--- config.mk ---
export PLATFORM = sky130hd
export DESIGN_NAME = mod_div_seq
export DESIGN_NICKNAME = d
export VERILOG_FILES = /design/src/rtl/mod_div_seq.sv
export SDC_FILE = /design/constraint.sdc
export NUM_CORES = 1
export LEC_CHECK = 0
export ABC_AREA = 0
export BUFFER_PORTS_ARGS = -buffer_cell sky130_fd_sc_hd__buf_2
export CAP_MARGIN = 20
export CORE_UTILIZATION = 51
export CTS_CLUSTER_SIZE = 25
export DETAILED_ROUTE_END_ITERATION = 12
export PLACE_DENSITY = 0.8
export SKIP_LAST_GASP = 1
export SLEW_MARGIN = 20
export SYNTH_ARGS = -nofsm -noshare
export SYNTH_HDL_FRONTEND = slang
export SYNTH_SLANG_ARGS = --single-unit
--- constraint.sdc ---
create_clock -name clk -period 2.1 [get_ports clk]
set_input_delay 0.42 -clock clk [delete_from_list [all_inputs] [get_ports clk]]
set_output_delay 0.42 -clock clk [all_outputs]
set_load 0.02 [all_outputs]
--- src/rtl/mod_div_seq.sv ---
// Multi-cycle unsigned DIV/MOD unit: restoring shift-subtract, one quotient bit per clock,
// MSB first, behind valid/ready handshakes on both the operand and the result side.
module mod_div_seq #(
  parameter int DATA_W = 8,
  parameter int CNT_W  = $clog2(DATA_W + 1)
) (
  input  logic              clk,
  input  logic              rst,
  input  logic              enable,
  input  logic              in_valid,
  output logic              in_ready,
  input  logic [DATA_W-1:0] number,
  input  logic [DATA_W-1:0] divisor,
  output logic              out_valid,
  input  logic              out_ready,
  output logic [DATA_W-1:0] quotient,
  output logic [DATA_W-1:0] remainder,
  output logic              div_by_zero,
  output logic [1:0]        dbg_state
);

  // Handshake: a transfer happens on a rising edge where valid && ready are both high;
  // the producer holds its payload stable while valid is high and ready is low.

  typedef enum logic [1:0] {
    S_IDLE = 2'd0,
    S_CALC = 2'd1,
    S_DONE = 2'd2
  } state_t;

  localparam logic [CNT_W-1:0] LAST_STEP = CNT_W'(DATA_W - 1);

  state_t            r_state;
  state_t            w_next_state;
  logic [DATA_W-1:0] r_num;
  logic [DATA_W-1:0] r_div;
  logic [DATA_W-1:0] r_rem;
  logic [CNT_W-1:0]  r_count;
  logic              r_out_valid;
  logic [DATA_W-1:0] r_quotient;
  logic [DATA_W-1:0] r_remainder;
  logic              r_dbz;

  logic [DATA_W:0]   w_rem_shift;
  logic              w_ge;
  logic [DATA_W-1:0] w_rem_next;
  logic [DATA_W-1:0] w_num_next;
  logic              w_div_zero;
  logic              w_last;

  // r_num doubles as the quotient accumulator: dividend bits leave at the top as quotient bits enter
  assign w_rem_shift = {r_rem, r_num[DATA_W-1]};
  assign w_ge        = (w_rem_shift >= {1'b0, r_div});
  assign w_rem_next  = w_ge ? DATA_W'(w_rem_shift - {1'b0, r_div}) : w_rem_shift[DATA_W-1:0];
  assign w_num_next  = {r_num[DATA_W-2:0], w_ge};
  assign w_div_zero  = (r_div == '0);
  assign w_last      = (r_count == LAST_STEP);

  always_ff @(posedge clk or posedge rst) begin
    if (rst) r_state <= S_IDLE;
    else     r_state <= w_next_state;
  end

  always_comb begin
    w_next_state = r_state;
    if (!enable) begin
      w_next_state = S_IDLE;
    end else begin
      case (r_state)
        S_IDLE:  if (in_valid) w_next_state = S_CALC;
        S_CALC:  if (w_div_zero || w_last) w_next_state = S_DONE;
        S_DONE:  if (r_out_valid && out_ready) w_next_state = S_IDLE;
        default: w_next_state = S_IDLE;
      endcase
    end
  end

  always_comb begin
    in_ready  = (r_state == S_IDLE) && enable;
    dbg_state = r_state;
  end

  always_ff @(posedge clk or posedge rst) begin
    if (rst) begin
      r_num       <= '0;
      r_div       <= '0;
      r_rem       <= '0;
      r_count     <= '0;
      r_out_valid <= 1'b0;
      r_quotient  <= '0;
      r_remainder <= '0;
      r_dbz       <= 1'b0;
    end else if (!enable) begin
      r_count     <= '0;
      r_out_valid <= 1'b0;
      r_quotient  <= '0;
      r_remainder <= '0;
      r_dbz       <= 1'b0;
    end else begin
      case (r_state)
        S_IDLE: begin
          if (in_valid) begin
            r_num   <= number;
            r_div   <= divisor;
            r_rem   <= '0;
            r_count <= '0;
          end
        end
        S_CALC: begin
          // a zero divisor spends one cycle here so its result timing matches a single step
          if (w_div_zero) begin
            r_quotient  <= '1;
            r_remainder <= r_num;
            r_dbz       <= 1'b1;
            r_out_valid <= 1'b1;
          end else begin
            r_rem   <= w_rem_next;
            r_num   <= w_num_next;
            r_count <= r_count + CNT_W'(1);
            if (w_last) begin
              r_quotient  <= w_num_next;
              r_remainder <= w_rem_next;
              r_dbz       <= 1'b0;
              r_out_valid <= 1'b1;
            end
          end
        end
        S_DONE: begin
          if (out_ready) r_out_valid <= 1'b0;
        end
        default: r_out_valid <= 1'b0;
      endcase
    end
  end

  assign out_valid   = r_out_valid;
  assign quotient    = r_quotient;
  assign remainder   = r_remainder;
  assign div_by_zero = r_dbz;

endmodule

==> flow_summary.json <==
{
  "status": "finished clean",
  "drt-met1-wl_um": 2670,
  "die_w_um": 73.2,
  "synth_top_area_share_pct": 46.4,
  "clkLatencyLatePin_ns": 0.31,
  "die_area_um2": 5360,
  "core_um2": 4820,
  "crit_required_ns": 2.31,
  "finClkSkew_ns": 0.00882,
  "wl_met2_um": 2970,
  "maxSlewViolCount": 0,
  "ys_seq_elements": 48,
  "hold_viol_final": 0,
  "tightest_slew_ns": 0.604,
  "cts_max_level": 2,
  "grt_pass1_vias": 2060,
  "r2r-start": "r_num[7]",
  "vias": 2217,
  "diodes": 0,
  "hold_class": "input port to async pin",
  "met3_length_um": 360,
  "stdcell_count": 403,
  "hpwl_um": 4380,
  "path_clk_slew_ns": 0.09,
  "rsz0062_at_grt": "true",
  "total_power_mw": 3.46,
  "clock_path_buffers": 2,
  "period_share_pct": 99.7,
  "syn_area_um2": 2590,
  "routed.top_layer": "met4",
  "worst-r2r-setup-slack_ns": 0.007,
  "synthCells": 281,
  "ir_worst_vdd_mv": 0.733,
  "synth_edf_count": 0,
  "path_max_fanout": 2,
  "end_kind": "register",
  "synthTopCellsByArea": "dfrtp_1, nand2_1, o21ai_1, nor2_1, ha_1",
  "wl_per_cell_um": 15.1,
  "final_core_util_pct": 64.1,
  "rows": 25,
  "avgSynthCellArea_um2": 9.21,
  "via_per_inst": 5.50,
  "dr.pass1.iters": 5,
  "max_slew_margin_pct": 59.8,
  "hold_buffers": 0,
  "grt_max_degree": 49,
  "dp.cells": 392,
  "drive_gt1_share_pct": 28.0,
  "drc": 0,
  "antenna_found_initial": 0,
  "clock-root-buffer": "clkbuf_8",
  "synth_nets": 312,
  "powerDensity_nw_per_um2": 1120,
  "fin_nets": 367,
  "r2r-end": "remainder[6]",
  "synth-main-ff-cell": "dfrtp_1",
  "p_leak_nw": 1.49,
  "cts_tree": "yes",
  "grt-ovfl-total": 0,
  "yosysUniqueCellTypes": 46,
  "cts_sinks": 48,
  "setup_violations": 0,
  "fmax_ghz": 0.478,
  "min_period_ns": 2.09,
  "place.port_buffers": 41,
  "yosys.area.top_type": "dfrtp_1",
  "yosys_warnings": 0,
  "critPathArrivalTime_ns": 2.31,
  "maxCapViolations": 0,
  "worstSetupPathType": "register to register",
  "final_antenna_net_count": 0,
  "grt_usage_pct": 23.9,
  "rr_worst_depth": 10,
  "totalWireLength_um": 6070,
  "gp_congestion": 0.841,
  "io_pins": 42,
  "synth_seq_area_share_pct": 46.4,
  "async_flop_share_pct": 100,
  "first_iter_violations": 184,
  "layout_common_cells": "nand2_1, dfrtp_1, buf_2",
  "start_kind": "register",
  "area_growth_pct": 19.2,
  "start_util_pct": 53.7,
  "grt_pass1_wl_um": 9620,
  "die_h_um": 73.2,
  "numCtsBuffers": 5
}
## cells in the mapped netlist, drive strengths merged, types with 3 or more instances
cell and instances:
mux2i 4, inv 13, a311oi 3, nor2 31, a211oi 3, and2 4, ha 9, a21o 5
clkbuf 6, a21boi 4, a21oi 5, nand3 6, nand2 49, dfrtp 48, nor3 14, o21ai 32
a31oi 9, buf 6, a22oi 3
## worst max-delay path by stage
stage	depth (start not counted)	slack [ns]	start	end
after floorplan	10	0.03	r_num[7]	remainder[6]
after global placement	10	0.01	r_num[7]	remainder[6]
after detailed placement	10	-0.02	r_num[7]	remainder[6]
after CTS	10	-0.05	r_num[7]	remainder[6]
after global routing	10	-0.12	r_num[7]	remainder[6]
final	10	0.007	r_num[7]	remainder[6]
## critical path, cell delays in order (launching register included)
cell and delay (ns):
dfrtp_1 0.39, inv_2 0.09, ha_4 0.14, inv_2 0.03
fa_2 0.33, a211o_1 0.28, a21o_1 0.19, a21oi_2 0.14
xnor2_1 0.15, nand2_1 0.09, a311oi_2 0.19
## timing repair
item,CTS,global route
endpoints found under the setup margin,1,14
pin swaps,1,4
setup buffers,0,4
gates resized for setup,0,13
## where the power goes
part | internal [mW] | switching, mW
registers | 1.07 | 0.153
logic | 0.745 | 0.927
clock network | 0.263 | 0.307
## registers in the layout (all words and copies together) (netlist names)
signal and count:
remainder 8, dbg_state 2, r_count 4, r_num 8, out_valid 1, div_by_zero 1, r_div 8, r_rem 8
quotient 8
## stage by stage
| stage | hold WS [ns] | cell area, µm² | worst slack (ns) | TNS, ns |
|---|---|---|---|---|
| after floorplan | 0.441 | 2590 | 0.0295 | 0 |
| after global routing | 0.315 | 3090 | -0.121 | -0.943 |
| after global placement | 0.457 | 2920 | 0.0106 | 0 |
| after CTS | 0.277 | 3010 | -0.0499 | -0.0499 |
| final | 0.263 | 3090 | 0.00670 | 0 |
| after detailed placement | 0.464 | 2920 | -0.0214 | -0.0214 |
## layer usage
layer  up-vias  global-route usage [%]
met4         0                    8.71
met1      1054                    31.5
met2        66                    38.6
met3         6                    5.52
met5         -                       0
li1       1091                       -
## logic make-up (layout without fill, tap and decap cells)
| group | after synthesis | count (layout) | synth area share (%) |
|---|---|---|---|
| compound gates | 76 | 76 | 20.5 |
| xor+xnor | 4 | 4 | 1.35 |
| fa+ha+maj | 10 | 10 | 5.12 |
| buf+inv | 25 | 80 | 4.59 |
| flops | 48 | 48 | 46.4 |
| mux | 6 | 6 | 2.56 |
| simple gates | 112 | 112 | 19.5 |
## cell type report
class / count / area (µm²)
clock buffer: 6 / 82.6
clock inverter: 1 / 8.76
fill: 441 / 1730
inverter: 13 / 48.8
multi-input combinational: 208 / 1310
sequential: 48 / 1200
tap: 67 / 83.8
timing repair buffer: 60 / 348
(Power assumes the default switching activity.)
